## src/rtl/entropy_codeword_gen.sv

```systemverilog
// entropy_codeword_gen
// Turns an unsigned magnitude (optionally signed) into a Rice / exp-Golomb
// hybrid codeword. Small quotients use Rice coding. Larger ones escape to an
// exp-Golomb code whose value is offset past the Rice range. The codeword is
// produced by a 3-stage pipeline that carries a valid bit per stage and
// advances as a whole.
//
// Ports
//   clk, reset_n       clock, asynchronous active-low reset
//   in_valid/in_ready  input handshake; codebook inputs sampled on accept only
//   val                unsigned magnitude (VAL_W bits)
//   is_signed/is_minus append a sign bit for non-zero val; 1 = negative
//   k_rice, k_exp      Rice and exp-Golomb parameters
//   last_rice_q        largest quotient still coded as Rice
//   out_valid/out_ready output handshake
//   code, len          codeword (right-aligned, MSB first) and its bit length
//   too_long           len exceeds MAX_LEN (len saturates at 2^LEN_W-1)

module entropy_codeword_gen #(
    parameter int VAL_W   = 16,
    parameter int CODE_W  = 32,
    parameter int LEN_W   = 6,
    parameter int MAX_LEN = 32
) (
    input  logic              clk,
    input  logic              reset_n,
    input  logic              in_valid,
    output logic              in_ready,
    input  logic [VAL_W-1:0]  val,
    input  logic              is_signed,
    input  logic              is_minus,
    input  logic [2:0]        k_rice,
    input  logic [2:0]        k_exp,
    input  logic [2:0]        last_rice_q,
    output logic              out_valid,
    input  logic              out_ready,
    output logic [CODE_W-1:0] code,
    output logic [LEN_W-1:0]  len,
    output logic              too_long
);

    localparam int VW1 = VAL_W + 1;
    localparam int RAW_W = VAL_W + 2;
    localparam logic [31:0] LEN_SAT = 32'((1 << LEN_W) - 1);

    logic advance;

    // Stage 1 registers: raw symbol fields
    logic             s1_valid;
    logic [VAL_W-1:0] s1_val;
    logic             s1_signed;
    logic             s1_minus;
    logic [2:0]       s1_k_rice;
    logic [2:0]       s1_k_exp;
    logic [2:0]       s1_lrq;
    logic [VAL_W-1:0] s1_q;
    logic             s1_rice;

    // Stage 2 registers: fields plus quotient and mode decision
    logic             s2_valid;
    logic [VAL_W-1:0] s2_val;
    logic             s2_signed;
    logic             s2_minus;
    logic [2:0]       s2_k_rice;
    logic [2:0]       s2_k_exp;
    logic [2:0]       s2_lrq;
    logic [VAL_W-1:0] s2_q;
    logic             s2_rice;

    // Stage 2 combinational results
    logic [VW1-1:0]    base_off;
    logic [VW1-1:0]    kexp_off;
    logic [VW1-1:0]    v2;
    logic [31:0]       msb_idx;
    logic [VW1-1:0]    rice_bit;
    logic [VW1-1:0]    rice_code;
    logic [VW1-1:0]    raw_code;
    logic [31:0]       raw_len;
    logic              sign_on;
    logic [RAW_W-1:0]  full_code;
    logic [31:0]       full_len;
    logic [CODE_W-1:0] code_next;
    logic [LEN_W-1:0]  len_next;
    logic              too_long_next;

    // The whole pipeline moves together; a stalled output freezes every stage,
    // so bubbles are never squeezed out and nothing is duplicated.
    assign advance  = !out_valid || out_ready;
    assign in_ready = advance;

    always_ff @(posedge clk or negedge reset_n) begin
        if (!reset_n) begin
            s1_valid  <= 1'b0;
            s1_val    <= '0;
            s1_signed <= 1'b0;
            s1_minus  <= 1'b0;
            s1_k_rice <= '0;
            s1_k_exp  <= '0;
            s1_lrq    <= '0;
        end else if (advance) begin
            s1_valid <= in_valid;
            if (in_valid) begin
                s1_val    <= val;
                s1_signed <= is_signed;
                s1_minus  <= is_minus;
                s1_k_rice <= k_rice;
                s1_k_exp  <= k_exp;
                s1_lrq    <= last_rice_q;
            end
        end
    end

    assign s1_q    = s1_val >> s1_k_rice;
    assign s1_rice = (s1_q <= VAL_W'(s1_lrq));

    always_ff @(posedge clk or negedge reset_n) begin
        if (!reset_n) begin
            s2_valid  <= 1'b0;
            s2_val    <= '0;
            s2_signed <= 1'b0;
            s2_minus  <= 1'b0;
            s2_k_rice <= '0;
            s2_k_exp  <= '0;
            s2_lrq    <= '0;
            s2_q      <= '0;
            s2_rice   <= 1'b0;
        end else if (advance) begin
            s2_valid <= s1_valid;
            if (s1_valid) begin
                s2_val    <= s1_val;
                s2_signed <= s1_signed;
                s2_minus  <= s1_minus;
                s2_k_rice <= s1_k_rice;
                s2_k_exp  <= s1_k_exp;
                s2_lrq    <= s1_lrq;
                s2_q      <= s1_q;
                s2_rice   <= s1_rice;
            end
        end
    end

    // In exp mode q > last_rice_q, so val >= (last_rice_q+1)<<k_rice and v2 is
    // at least 1<<k_exp: the subtraction never underflows and e >= k_exp,
    // keeping the length expression non-negative.
    always_comb begin
        base_off = (VW1'(s2_lrq) + VW1'(1)) << s2_k_rice;
        kexp_off = VW1'(1) << s2_k_exp;
        v2       = {1'b0, s2_val} - base_off + kexp_off;

        msb_idx = 32'd0;
        for (int i = 0; i < VW1; i++) begin
            if (v2[i]) begin
                msb_idx = 32'(i);
            end
        end

        rice_bit  = VW1'(1) << s2_k_rice;
        rice_code = rice_bit | ({1'b0, s2_val} & (rice_bit - VW1'(1)));

        if (s2_rice) begin
            raw_code = rice_code;
            raw_len  = 32'(s2_q) + 32'(s2_k_rice) + 32'd1;
        end else begin
            raw_code = v2;
            raw_len  = (msb_idx << 1) + 32'(s2_lrq) + 32'd2 - 32'(s2_k_exp);
        end

        sign_on = s2_signed && (s2_val != '0);
        if (sign_on) begin
            full_code = {raw_code, s2_minus};
            full_len  = raw_len + 32'd1;
        end else begin
            full_code = {1'b0, raw_code};
            full_len  = raw_len;
        end

        code_next     = CODE_W'(full_code);
        too_long_next = (full_len > 32'(MAX_LEN));
        len_next      = (full_len > LEN_SAT) ? LEN_W'(LEN_SAT) : LEN_W'(full_len);
    end

    always_ff @(posedge clk or negedge reset_n) begin
        if (!reset_n) begin
            out_valid <= 1'b0;
            code      <= '0;
            len       <= '0;
            too_long  <= 1'b0;
        end else if (advance) begin
            out_valid <= s2_valid;
            if (s2_valid) begin
                code     <= code_next;
                len      <= len_next;
                too_long <= too_long_next;
            end
        end
    end

endmodule

```

## config.mk

```make
export PLATFORM = sky130hd
export DESIGN_NAME = entropy_codeword_gen
export DESIGN_NICKNAME = d
export VERILOG_FILES = /design/src/rtl/entropy_codeword_gen.sv
export SDC_FILE = /design/constraint.sdc
export NUM_CORES = 1
export LEC_CHECK = 0
export ABC_CLOCK_PERIOD_IN_PS = 8500
export BUFFER_PORTS_ARGS = -buffer_cell sky130_fd_sc_hd__clkbuf_2
export CAP_MARGIN = 10
export CORE_MARGIN = 1
export CORE_UTILIZATION = 60
export CTS_CLUSTER_SIZE = 12
export DETAILED_ROUTE_END_ITERATION = 8
export PLACE_DENSITY = 0.82
export SLEW_MARGIN = 10
export SYNTH_ARGS = -nofsm -noshare
export SYNTH_HDL_FRONTEND = slang
export SYNTH_SLANG_ARGS = --single-unit
```

## constraint.sdc

```tcl
create_clock -name clk -period 8.5 [get_ports clk]
set_clock_uncertainty 0.1 [all_clocks]
set_input_delay 2.125 -clock clk [delete_from_list [all_inputs] [get_ports clk]]
set_output_delay 2.125 -clock clk [all_outputs]
set_load 0.1 [all_outputs]
```

==> out/metrics.cfg, run 1 <==
[grt]
grt_use_total = 0.295
first_global_vias = 6520
grt_overflow = 0
grt_max_degree = 76
grt_pass1_wl_um = 32800
grt_antenna_before_repair = 1

[critical_path]
critical_path.startpoint_type = register
r2r_cells = 29
r2r_start = s2_lrq[0]
critPathLaunch = s2_lrq[0]
slowest_delay_ps = 560
critical_path_required_ps = 8600
worst-path-max-fanout = 8
rrSetupSlack_ps = 520
cp-endpoint = len[5]
path_class = reg -> reg
worst_ep_arrival_ps = 8080
r2r-end = len[5]
slowest_stage = or3_2
end_kind = register

[logic_synthesis]
post-synth-top-area-fraction = 0.304
most_common_cell_in_the_synthesized_netlist = nand2_1
synthesis.yosys.warnings = 0
synthesis.area_mm2 = 0.00814
syn_avg_cell_area_um2 = 8.96
post_synthesis_register_bit_count = 99
synth_ff_type = dfrtp_1
synth_edf_count = 0
synth_common_cells = nand2_1 (103), dfrtp_1 (99), o21ai_0 (81)
syn-instance-count = 908
synthDistinctLibCells = 94
synthArstFlopShare = 1.00
synth_top_cell_by_area = dfrtp_1
synth_area_leaders = dfrtp_1 (30%), mux2_2 (8.4%), ha_1 (6.0%), o21ai_0 (5.0%), nand2_1 (4.8%)
synth-seq-area-share = 0.304

[clocking]
cts_sinks = 99
tritoncts_clock_tree = built
post_cts_hold_fix_bufs = 0
htreeDepth = 3
cts_inserted_buffers = 9
worst_setup_hold_path_clk_slew_ps = 80
clock_insertion_delay_worst_skew_ps = 360
ctsLongestPathBuffers = 2
root_buffer = clkbuf_16

[run]
drv_cap = 0

[timing]
post-route-min-period_ps = 7980
clock.fmax_ghz = 0.125
max_slew_margin = 0.265
slew_viol_final = 0
finalHoldViolations = 0
min_period_over_period = 0.939
hold_ws_ps = 381
tightest_slew_ps = 1100
unrepaired_setup_endpoints_after_global_routing = false
fin_setup_tns_ps = 0
final-setup-viol-count = 0

[worst_hold_path]
worstHoldPathType = reg -> reg

[routing]
detail_route.wirelength_um = 19800
drc_errors = 0
drt-initial-drc-count = 508
ant_nets = 0
drt_pass1_iterations = 7
viasPerCell = 6.11
vias = 6855
drt-wirelength-per-cell_um = 17.6

[floorplan]
die_height_um = 118
die_outline_area_mm2 = 0.0140
fp.coreArea_mm2 = 0.0132
start_util = 0.615
design.portCount = 72
row_count = 42
die_w_um = 118

[placement]
place_hpwl_um = 15200
port_buffers = 57
gp_congestion = 0.945

[layout]
count_of_fill_cells_added_during_filler_insertion = 1138
num_antenna_cells = 0
post_route_cells_drive_above_1_share = 0.216
fin_nets = 1022
areaGrowthSynthToFinish_pct = 7.70

[outcome]
status = completed

[worst min-delay path by stage]
stage / startpoint / to / slack [ps] / depth (start not counted)
floorplan: s2_q[0] / s2_q[0] / 350 / 2
detailed placement: code[1] / code[1] / 370 / 2
finish: code[15] / code[15] / 380 / 2
global placement: code[2] / code[2] / 360 / 2
global route: code[16] / code[16] / 420 / 2
CTS: code[1] / code[1] / 390 / 2
[metal layers]
metal	track usage	share of wire	vias to the layer above
met5	0	0	-
met4	0.104	0.025	0
met3	0.0386	0.058	43
met2	0.471	0.45	240
met1	0.413	0.47	3263
li1	-	-	3309
[through the flow]
stage	util	instances	instance area [µm²]	setup WS (ps)
CTS	0.660	1121	8740	213
detailed placement	0.637	1105	8430	276
floorplan	-	921	8190	1020
finish	0.662	1122	8760	520
global placement	0.637	1105	8430	431
global route	0.662	1122	8760	17.4
[cell families (layout without fill, tap and decap cells)]
kind of cell / after synthesis / after routing / synth area share
XOR/XNOR: 28 / 28 / 0.0301
multiplexers: 91 / 91 / 0.127
other: 1 / 14 / 0.000461
buffers and inverters: 114 / 139 / 0.0660
AO/OA/AOI/OAI: 236 / 236 / 0.206
adder cells (fa/ha/maj): 50 / 50 / 0.0870
AND/OR/NAND/NOR: 289 / 289 / 0.179
flip-flops: 99 / 99 / 0.304
[cells in the final DEF, fill, tap and decap left out, drive strengths merged, types with 7 or more instances in the layout]
master,n
nor2,67
o21ai,87
and4,7
fa,11
inv,62
nor3b,9
a21o,7
a31oi,10
xor2,10
nand4,11
nor4,8
ha,39
and2,8
nand3,18
a211oi,17
mux2i,26
dfrtp,99
clkbuf,65
nor3,20
nand2,104
a21oi,49
mux2,61
buf,7
a41oi,8
xnor2,18
conb,14
[critical path: cells and delay by family, from the launching register on]
kind | cells | cell delay, ps
buffers and inverters | 1 | 200
XOR/XNOR | 2 | 360
adder cells (fa/ha/maj) | 5 | 1930
AO/OA/AOI/OAI | 16 | 3420
flip-flops | 1 | 460
AND/OR/NAND/NOR | 5 | 1320
[final cells by class]
cell class,instances,area [µm²],area share
multi-input cells,708,5190,0.593
flip-flops and latches,99,2480,0.283
repair buffers,63,333,0.0380
inverters,60,229,0.0261
clock buffers,9,225,0.0257
well taps,176,220,0.0251
clock inverters,7,83.8,0.00956
[sequential cells by signal, indices dropped and copies added (netlist names), 3 cells and up]
| register | flops |
|---|---|
| s2_k_exp | 3 |
| s2_lrq | 3 |
| s1_lrq | 3 |
| s1_val | 16 |
| s1_k_exp | 3 |
| s2_q | 16 |
| code | 18 |
| s2_val | 16 |
| s2_k_rice | 3 |
| s1_k_rice | 3 |
| len | 6 |
[repair_timing]
item                                    CTS  global route
gates resized for setup                   0             9
setup buffers                             0             1
hold endpoints to repair                  0             0
endpoints found under the setup margin    0             7
Power of run 1 is not shown: default switching activity piles up to over one toggle a cycle in this logic, so the estimate is an artifact.
==> run 2, diff against run 1 <==
--- a/config.mk
+++ b/config.mk
@@ -5,7 +5,7 @@
 export SDC_FILE = /design/constraint.sdc
 export NUM_CORES = 1
 export LEC_CHECK = 0
-export ABC_CLOCK_PERIOD_IN_PS = 8500
+export ABC_CLOCK_PERIOD_IN_PS = 8200
 export BUFFER_PORTS_ARGS = -buffer_cell sky130_fd_sc_hd__clkbuf_2
 export CAP_MARGIN = 10
 export CORE_MARGIN = 1
==> constraint.sdc (replaced) <==
create_clock -name clk -period 8.2 [get_ports clk]
set_clock_uncertainty 0.1 [all_clocks]
set_input_delay 2.05 -clock clk [delete_from_list [all_inputs] [get_ports clk]]
set_output_delay 2.05 -clock clk [all_outputs]
set_load 0.1 [all_outputs]
==> run 2 against run 1 <==
Sequential share of layout area decreased by 0.43 points; first-iteration DRC count down 13%; cell count is 0.89% higher; utilization grew 0.98 points; wire length grew 1.2%; worst setup slack worse by 180 ps; critical path depth grew 1; global-route usage fell by 0.10 points; fmax is 1.5% higher; critical path type unchanged; critical endpoint is now len[1].
==> out/metrics.cfg, run 2 (same netlist as run 1, synthesis figures left out) <==
[outcome]
status = completed

[clocking]
worst_setup_hold_path_clk_slew_ps = 70  ; about the same
cts_inserted_buffers = 9  ; unchanged
clock_insertion_delay_worst_skew_ps = 360  ; about the same
cts_sinks = 99  ; unchanged
tritoncts_clock_tree = built
htreeDepth = 3  ; unchanged
ctsLongestPathBuffers = 2  ; unchanged
root_buffer = clkbuf_16
post_cts_hold_fix_bufs = 0  ; unchanged

[routing]
ant_nets = 0  ; unchanged
detail_route.wirelength_um = 20000  ; +1.2%
drt_pass1_iterations = 5  ; -2
viasPerCell = 6.02  ; -1.5%
drt-initial-drc-count = 440  ; -13%
drt-wirelength-per-cell_um = 17.7  ; +0.29%
drc_errors = 0  ; unchanged
vias = 6810  ; -0.66%

[layout]
count_of_fill_cells_added_during_filler_insertion = 1119  ; -1.7%
mostFrequentLayoutCells = nand2_1 (102), dfrtp_1 (98), o21ai_0 (78), nor2_1 (63), mux2_2 (61)
multiInputGateArea_mm2 = 0.00525  ; +1.0%
largest_register_ffs = 18  ; unchanged
largest-register = code
areaGrowthSynthToFinish_pct = 9.30
fin_nets = 1032  ; +0.98%
post-route-util = 0.672  ; +0.00983
post_route_cells_drive_above_1_share = 0.227  ; +0.0113
num_antenna_cells = 0  ; unchanged
most_common_cell_after_layout_fill_and_taps_aside = nand2_1
seq_area_mm2 = 0.00248  ; about the same
instances_no_fill = 1132  ; +0.89%

[grt]
grt_use_total = 0.294  ; -0.00105
grt_pass1_wl_um = 32400  ; -1.3%
first_global_vias = 6470  ; -0.77%
grt_antenna_before_repair = 0  ; -1
grt_max_degree = 76  ; unchanged
grt_overflow = 0  ; unchanged

[critical_path]
path_class = reg -> reg
worst_ep_arrival_ps = 7950  ; -130 ps
critical-path-top-delay-family = compound AO/OA/AOI/OAI gates
worst-path-max-fanout = 7  ; -1
critical-path-top-cell-by-count = ha_1
path_buf_inv = 2  ; +1
critical_path.startpoint_type = register
rrSetupSlack_ps = 340  ; -180 ps
critical_path_required_ps = 8290  ; -310 ps
slowest_delay_ps = 440  ; -120 ps
end_kind = register
slowest_stage = fa_1

[timing]
final-setup-viol-count = 0  ; unchanged
clock.fmax_ghz = 0.127  ; +1.5%
slew_viol_final = 0  ; unchanged
fin_setup_tns_ps = 0  ; unchanged
finalHoldViolations = 0  ; unchanged
post-route-min-period_ps = 7860  ; -119 ps
min_period_over_period = 0.959  ; +0.0198
tightest_slew_ps = 1120  ; +15.8 ps
max_slew_margin = 0.254  ; -0.0114

[placement]
gp_congestion = 0.954  ; +0.93%
port_buffers = 57  ; unchanged
place_hpwl_um = 15200  ; -0.15%
placedCellCount = 1113  ; +0.72%

[run]
drv_cap = 0  ; unchanged

[floorplan]
die_w_um = 118  ; unchanged
die_outline_area_mm2 = 0.0140  ; unchanged
design.portCount = 72  ; unchanged
start_util = 0.615  ; unchanged
fp.coreArea_mm2 = 0.0132  ; unchanged
row_count = 42  ; unchanged
die_height_um = 118  ; unchanged

[worst_hold_path]
worstHoldPathType = reg -> reg

-- run 2: final cells by class --
type / count / area share
multi-input combinational: 708 / 0.590
sequential: 99 / 0.279
tap: 176 / 0.0248
clock buffer: 9 / 0.0253
clock inverter: 7 / 0.0103
timing repair buffer: 73 / 0.0459
inverter: 60 / 0.0253
-- run 2: worst register-to-register path, delay by kind of cell (launching register included) --
| kind | cells | cell delay [ps] |
|---|---|---|
| AOI/OAI and AO/OA | 13 | 2760 |
| adders and majority gates | 6 | 1990 |
| and+or+nand+nor | 7 | 1640 |
| DFF | 1 | 420 |
| muxes | 1 | 310 |
| buffers and inverters | 2 | 280 |
| xor gates and xnor gates | 1 | 220 |
-- run 2: timing repair --
item | CTS | global route
resized for setup | 0 | 15
buffers inserted | 0 | 3
pin swaps | 1 | 3
endpoints found under the setup margin | 1 | 7
-- run 2: path summary, 6_finish.rpt --
kind	to	cells past startpoint	startpoint
setup / recovery	len[1]	30	s2_lrq[1]
hold / removal	code[5]	2	code[5]
setup reg to reg	len[1]	30	s2_lrq[1]
hold reg to reg	code[5]	2	code[5]
max in group asynchronous	s2_k_rice[0]	2	reset_n
min in group asynchronous	code[17]	1	reset_n
-- run 2: layer usage --
| layer | up-vias | track usage | wire length [µm] |
|---|---|---|---|
| met5 | - | 0 | 0 |
| met4 | 0 | 0.0839 | 368 |
| met3 | 29 | 0.0463 | 998 |
| met2 | 210 | 0.486 | 9420 |
| met1 | 3247 | 0.399 | 9200 |
| li1 | 3324 | - | - |
-- run 2: stage by stage --
step / hold WS (ps) / worst slack (ps) / cell area, µm²
6_report: 381 / 340 / 8890
5_1_grt: 398 / -11.7 / 8890
4_1_cts: 385 / 118 / 8810
3_5_place_dp: 369 / 20.3 / 8490
3_3_place_gp: 359 / 202 / 8490
2_1_floorplan: 350 / 722 / 8190
Power of run 2 is left out for the same reason.
